## src/rtl/seven_seg_scan_driver.sv

```systemverilog
// Time-multiplexed scan driver for a common-anode seven-segment display.
// Double-buffers a hex value so a frame never mixes old and new digits.
module seven_seg_scan_driver #(
   parameter int unsigned DIGITS        = 4,
   parameter int unsigned REFRESH_DIV   = 100000,
   parameter int unsigned BLANK_LEADING = 1
) (
   input  logic                  clk,
   input  logic                  reset,
   input  logic [4*DIGITS-1:0]   value_in,
   input  logic [DIGITS-1:0]     dp_in,
   input  logic                  value_valid,
   output logic                  value_ready,
   output logic [3:0]            digit_out,
   output logic [DIGITS-1:0]     anode_n,
   output logic                  dp_n
);

   localparam int unsigned PW = $clog2(REFRESH_DIV);
   localparam int unsigned IW = (DIGITS > 1) ? $clog2(DIGITS) : 1;
   localparam logic [PW-1:0] PMAX = PW'(REFRESH_DIV - 1);
   localparam logic [IW-1:0] IMAX = IW'(DIGITS - 1);

   logic [PW-1:0]       pcnt;
   logic [IW-1:0]       idx;
   logic                pend;
   logic [4*DIGITS-1:0] pend_val;
   logic [4*DIGITS-1:0] disp_val;
   logic [DIGITS-1:0]   pend_dp;
   logic [DIGITS-1:0]   disp_dp;

   logic                tick;
   logic                frame_end;
   logic                accept;
   logic                lead;
   logic [DIGITS-1:0]   blank;
   logic [3:0]          sel_nib;
   logic                sel_dp;
   logic                sel_blank;
   logic [DIGITS-1:0]   sel_onehot;

   assign tick        = (pcnt == PMAX);
   assign frame_end   = tick && (idx == IMAX);
   assign value_ready = !pend && !reset;
   assign accept      = value_valid && value_ready;

   // Leading-zero detection, scanning from the most significant digit down.
   always_comb begin
      blank = '0;
      lead  = 1'b1;
      for (int i = int'(DIGITS) - 1; i >= 0; i--) begin
         lead = lead && (disp_val[4*i +: 4] == 4'h0);
         if ((BLANK_LEADING != 0) && (i > 0)) begin
            blank[i] = lead;
         end
      end
   end

   // Select the slot addressed by idx.
   always_comb begin
      sel_nib    = 4'h0;
      sel_dp     = 1'b0;
      sel_blank  = 1'b0;
      sel_onehot = '0;
      for (int i = 0; i < int'(DIGITS); i++) begin
         if (idx == IW'(i)) begin
            sel_nib       = disp_val[4*i +: 4];
            sel_dp        = disp_dp[i];
            sel_blank     = blank[i];
            sel_onehot[i] = 1'b1;
         end
      end
   end

   always_ff @(posedge clk) begin
      if (reset) begin
         pcnt      <= '0;
         idx       <= '0;
         pend      <= 1'b0;
         pend_val  <= '0;
         pend_dp   <= '0;
         disp_val  <= '0;
         disp_dp   <= '0;
         digit_out <= 4'h0;
         anode_n   <= '1;
         dp_n      <= 1'b1;
      end else begin
         pcnt <= tick ? '0 : pcnt + PW'(1);
         if (tick) begin
            idx <= (idx == IMAX) ? '0 : idx + IW'(1);
         end
         // Accept needs pend=0 and promote needs pend=1, so they never collide.
         if (accept) begin
            pend_val <= value_in;
            pend_dp  <= dp_in;
            pend     <= 1'b1;
         end else if (frame_end && pend) begin
            disp_val <= pend_val;
            disp_dp  <= pend_dp;
            pend     <= 1'b0;
         end
         digit_out <= sel_nib;
         anode_n   <= sel_blank ? '1 : ~sel_onehot;
         dp_n      <= sel_blank | ~sel_dp;
      end
   end

endmodule

```

## config.mk

```make
export PLATFORM = sky130hd
export DESIGN_NAME = seven_seg_scan_driver
export DESIGN_NICKNAME = d
export VERILOG_FILES = /design/src/rtl/seven_seg_scan_driver.sv
export SDC_FILE = /design/constraint.sdc
export NUM_CORES = 1
export LEC_CHECK = 0
export CORE_MARGIN = 1.5
export CORE_UTILIZATION = 50
export CTS_BUF_LIST = sky130_fd_sc_hd__clkbuf_4 sky130_fd_sc_hd__clkbuf_8
export CTS_CLUSTER_DIAMETER = 40
export DETAILED_ROUTE_END_ITERATION = 10
export PLACE_DENSITY = 0.75
export REMOVE_ABC_BUFFERS = 1
export SYNTH_ARGS = -nofsm -noshare
export SYNTH_HDL_FRONTEND = slang
export SYNTH_SLANG_ARGS = --single-unit
```

## constraint.sdc

```tcl
create_clock -name clk -period 1.7 [get_ports clk]
set_input_delay 0.34 -clock clk [delete_from_list [all_inputs] [get_ports clk]]
set_output_delay 0.34 -clock clk [all_outputs]
set_load 0.05 [all_outputs]
```

==> reports/results.md <==
| Metric | This run |
|:---|:---|
| Wire length of the first global-routing pass | 9570 um |
| Final non-filler cell total | 448 |
| CP arrival | 2.00 ns |
| Number of warnings reported in the yosys synthesis log | 0 |
| Average detailed-routed wire length per instance | 12.8 um |
| Average footprint of a synthesized cell | 9.14 sq um |
| Clk sink count | 69 |
| Power density over the cells | 862 mW/mm^2 |
| DR vias | 2274 |
| Most frequent cells in the layout | sky130_fd_sc_hd__dfxtp_1 (69), sky130_fd_sc_hd__nand2b_1 (40), sky130_fd_sc_hd__buf_4 (36) |
| Overflow left after global routing | 0 |
| Via density per instance | 5.08 |
| Antenna cell count | 0 |
| Floorplan Core Area | 0.00557 sq mm |
| Maximum fanout encountered on the critical timing path | 12 |
| CP Launch Type | flop |
| Post-synth EDFFs | 0 |
| Crit end category | flop |
| Worst ir drop on vdd | 0.000618 V |
| Number of remaining DRC errors | 0 |
| Count of state elements after synthesis | 69 |
| Detail Placement HPWL | 4010 um |
| Final count of pins violating max slew | 0 |
| CTS clk-pin slew, worst paths | 0.07 ns |
| Sequence of cells on the critical path | or4b_4, nor4_4, nand3_2, buf_12, mux2i_1 |
| Share of synthesized area occupied by flip-flops and latches | 47.5% |
| Clock tree from TritonCTS | yes |
| Standard-cell rows | 27 |
| Violations in the final reports | negative setup slack |
| Static Leakage | 1.45 nW |
| RSZ-0062 raised after global routing | yes |
| Number of standard cells after synthesis | 318 |
| Number of antenna violations at the first check in global routing | 0 |
| Top_reg_cell synth | sky130_fd_sc_hd__dfxtp_1 |
| Post-route minimum period | 1.77 ns |
| Signed area change from the synthesized netlist to the final layout | 26.6% |
| Worst-case clock skew | 0.00900 ns |
| Count of nets left with antenna violations after detail routing | 0 |
| Most common cell after layout, fill and taps aside | sky130_fd_sc_hd__dfxtp_1 |
| Number of hold buffers added after cts | 0 |
| # fillers | 474 |
| Maximum root-to-sink buffer count | 2 |
| Area of the die | 0.00628 sq mm |
| Clk Tree Root Cell | sky130_fd_sc_hd__clkbuf_8 |
| Slew at the pin closest to its max-slew limit | 0.481 ns |
| Number of global-route vias before repair | 2181 |
| GR Util All Layers | 20.0% |
| Run status | finished with violations |
| Instance count after placement with tap cells included | 434 |
| Proportion of synthesized flip-flops having asynchronous set or reset | 0% |
| Achievable clock frequency | 564 MHz |
| Worst hold-check path type | reg -> reg |
| Detailed router's first-iteration violation count | 84 |
| Number of buffers inserted by port buffering | 32 |
| Count of boundary I/O pins | 33 |
| Clock latency of the later-clocked register in the worst-skew pair | 0.34 ns |
| X dimension of the die | 79.3 um |
| Post-synth design cell area | 0.00291 sq mm |
| Fin crit share | 104% |
| Max stage delay cell, worst path | sky130_fd_sc_hd__or4b_4 |
| Number of nets in the finished design | 401 |
| Delay of the slowest critical-path stage | 0.54 ns |
| Flop-to-flop setup slack | -0.07 ns |
| Clock buffers created by TritonCTS | 9 |
| Fraction of final layout cells with drive strength greater than 1 | 19.4% |
| Setup TNS | -1.54 ns |
| RePlAce Congestion | 0.826 |
| Number of post-CTS setup repair buffers | 0 |
| Type of the worst setup path | reg -> reg |
| Distinct cells, synth | 35 |
| Minimum setup slack in the final design | -0.0730 ns |
| CP required | 1.93 ns |
| Floorplan die height | 79.3 um |
| Share of the core filled with cells in the final layout | 66.0% |
| H-Tree Depth | 3 |
| Iteration count of the initial detailed-routing pass | 4 |
| Starting utilization of the core area | 52.2% |
| Max Cap Viol | 0 |
| Number of hold violations in the final report | 0 |
| Pin count of the biggest net entering global routing | 41 |
| Setup violations, final | 30 |
| Dpl ws | -0.137 ns |
| Worst slew margin | 67.6% |
| Final wirelength | 5730 um |
[final timing paths]
| check | from | endpoint | depth (start not counted) |
|---|---|---|---|
| hold reg to reg | pend_dp[2] | disp_dp[2] | 2 |
| setup / recovery | pcnt[5] | disp_dp[1] | 5 |
| setup reg to reg | pcnt[5] | disp_dp[1] | 5 |
| hold / removal | pend_dp[2] | disp_dp[2] | 2 |
[cell usage after synthesis (all sizes together) (8+ instances only)]
| master | number | area (sq um) |
|---|---|---|
| nand2 | 33 | 124 |
| nand3 | 8 | 45.0 |
| o21ai | 22 | 110 |
| nor2 | 22 | 82.6 |
| xnor2 | 11 | 96.3 |
| a21oi | 13 | 65.1 |
| mux2i | 22 | 220 |
| clkbuf | 14 | 52.6 |
| dfxtp | 69 | 1380 |
| nand2b | 40 | 250 |
| nor4 | 8 | 65.1 |
| inv | 8 | 30.0 |
[per-stage QoR]
stage / area (sq um) / power, mW / hold slack [ns]
after floorplan: 2810 / 1.79 / 0.412
after global placement: 3480 / 1.91 / 0.464
after detailed placement: 3480 / 1.92 / 0.468
after CTS: 3660 / 3.20 / 0.479
after global routing: 3680 / 3.30 / 0.490
final: 3680 / 3.17 / 0.475
[per-layer routing]
layer / share of wire [%] / global-route usage [%]
met1: 47 / 24.7
met2: 48 / 31.8
met3: 3.1 / 5.06
met4: 2.3 / 11.2
met5: 0 / 0
[worst max-delay path: cells and delay by family (launching register included)]
kind | cells | cell delay [ns]
DFF | 1 | 0.31
muxes | 1 | 0.11
buffers and inverters | 1 | 0.20
and+or+nand+nor | 3 | 1.04
[sequential cells by signal, indices dropped and copies added (netlist names)]
name       cells
dp_n           1
pend_dp        4
digit_out      4
disp_val      16
idx            2
anode_n        4
pend_val      16
pend           1
disp_dp        4
pcnt          17
[power breakdown]
| group | internal [mW] | switching (mW) |
|---|---|---|
| Sequential | 1.66 | 0.0132 |
| Clock | 0.732 | 0.563 |
| Combinational | 0.115 | 0.0920 |
[what timing repair did]
action,4_1_cts,5_1_grt
cloned,1,0
gates resized for setup,5,8
setup endpoints to repair,38,37
pin swaps,4,1
[logic make-up (layout without fill, tap and decap cells)]
group                      count (synthesis)  in the layout  share of synthesized area (%)
adders and majority gates                  5              5                           2.15
AOI/OAI and AO/OA                         44             44                           8.22
buffers and inverters                     27             84                           4.43
DFF                                       69             69                           47.5
xor gates and xnor gates                  14             14                           4.22
and+or+nand+nor                          137            138                           25.9
muxes                                     22             22                           7.57
[cell type report]
class,instances,area [sq um],share of cell area [%]
clock inverters,2,35.0,0.952
clock buffers,12,153,4.15
well taps,72,90.1,2.45
flip-flops and latches,69,1380,37.5
multi-input cells,223,1430,38.9
repair buffers,62,561,15.2
inverters,8,30.0,0.816
No activity file was read; power rests on OpenSTA's default activity.
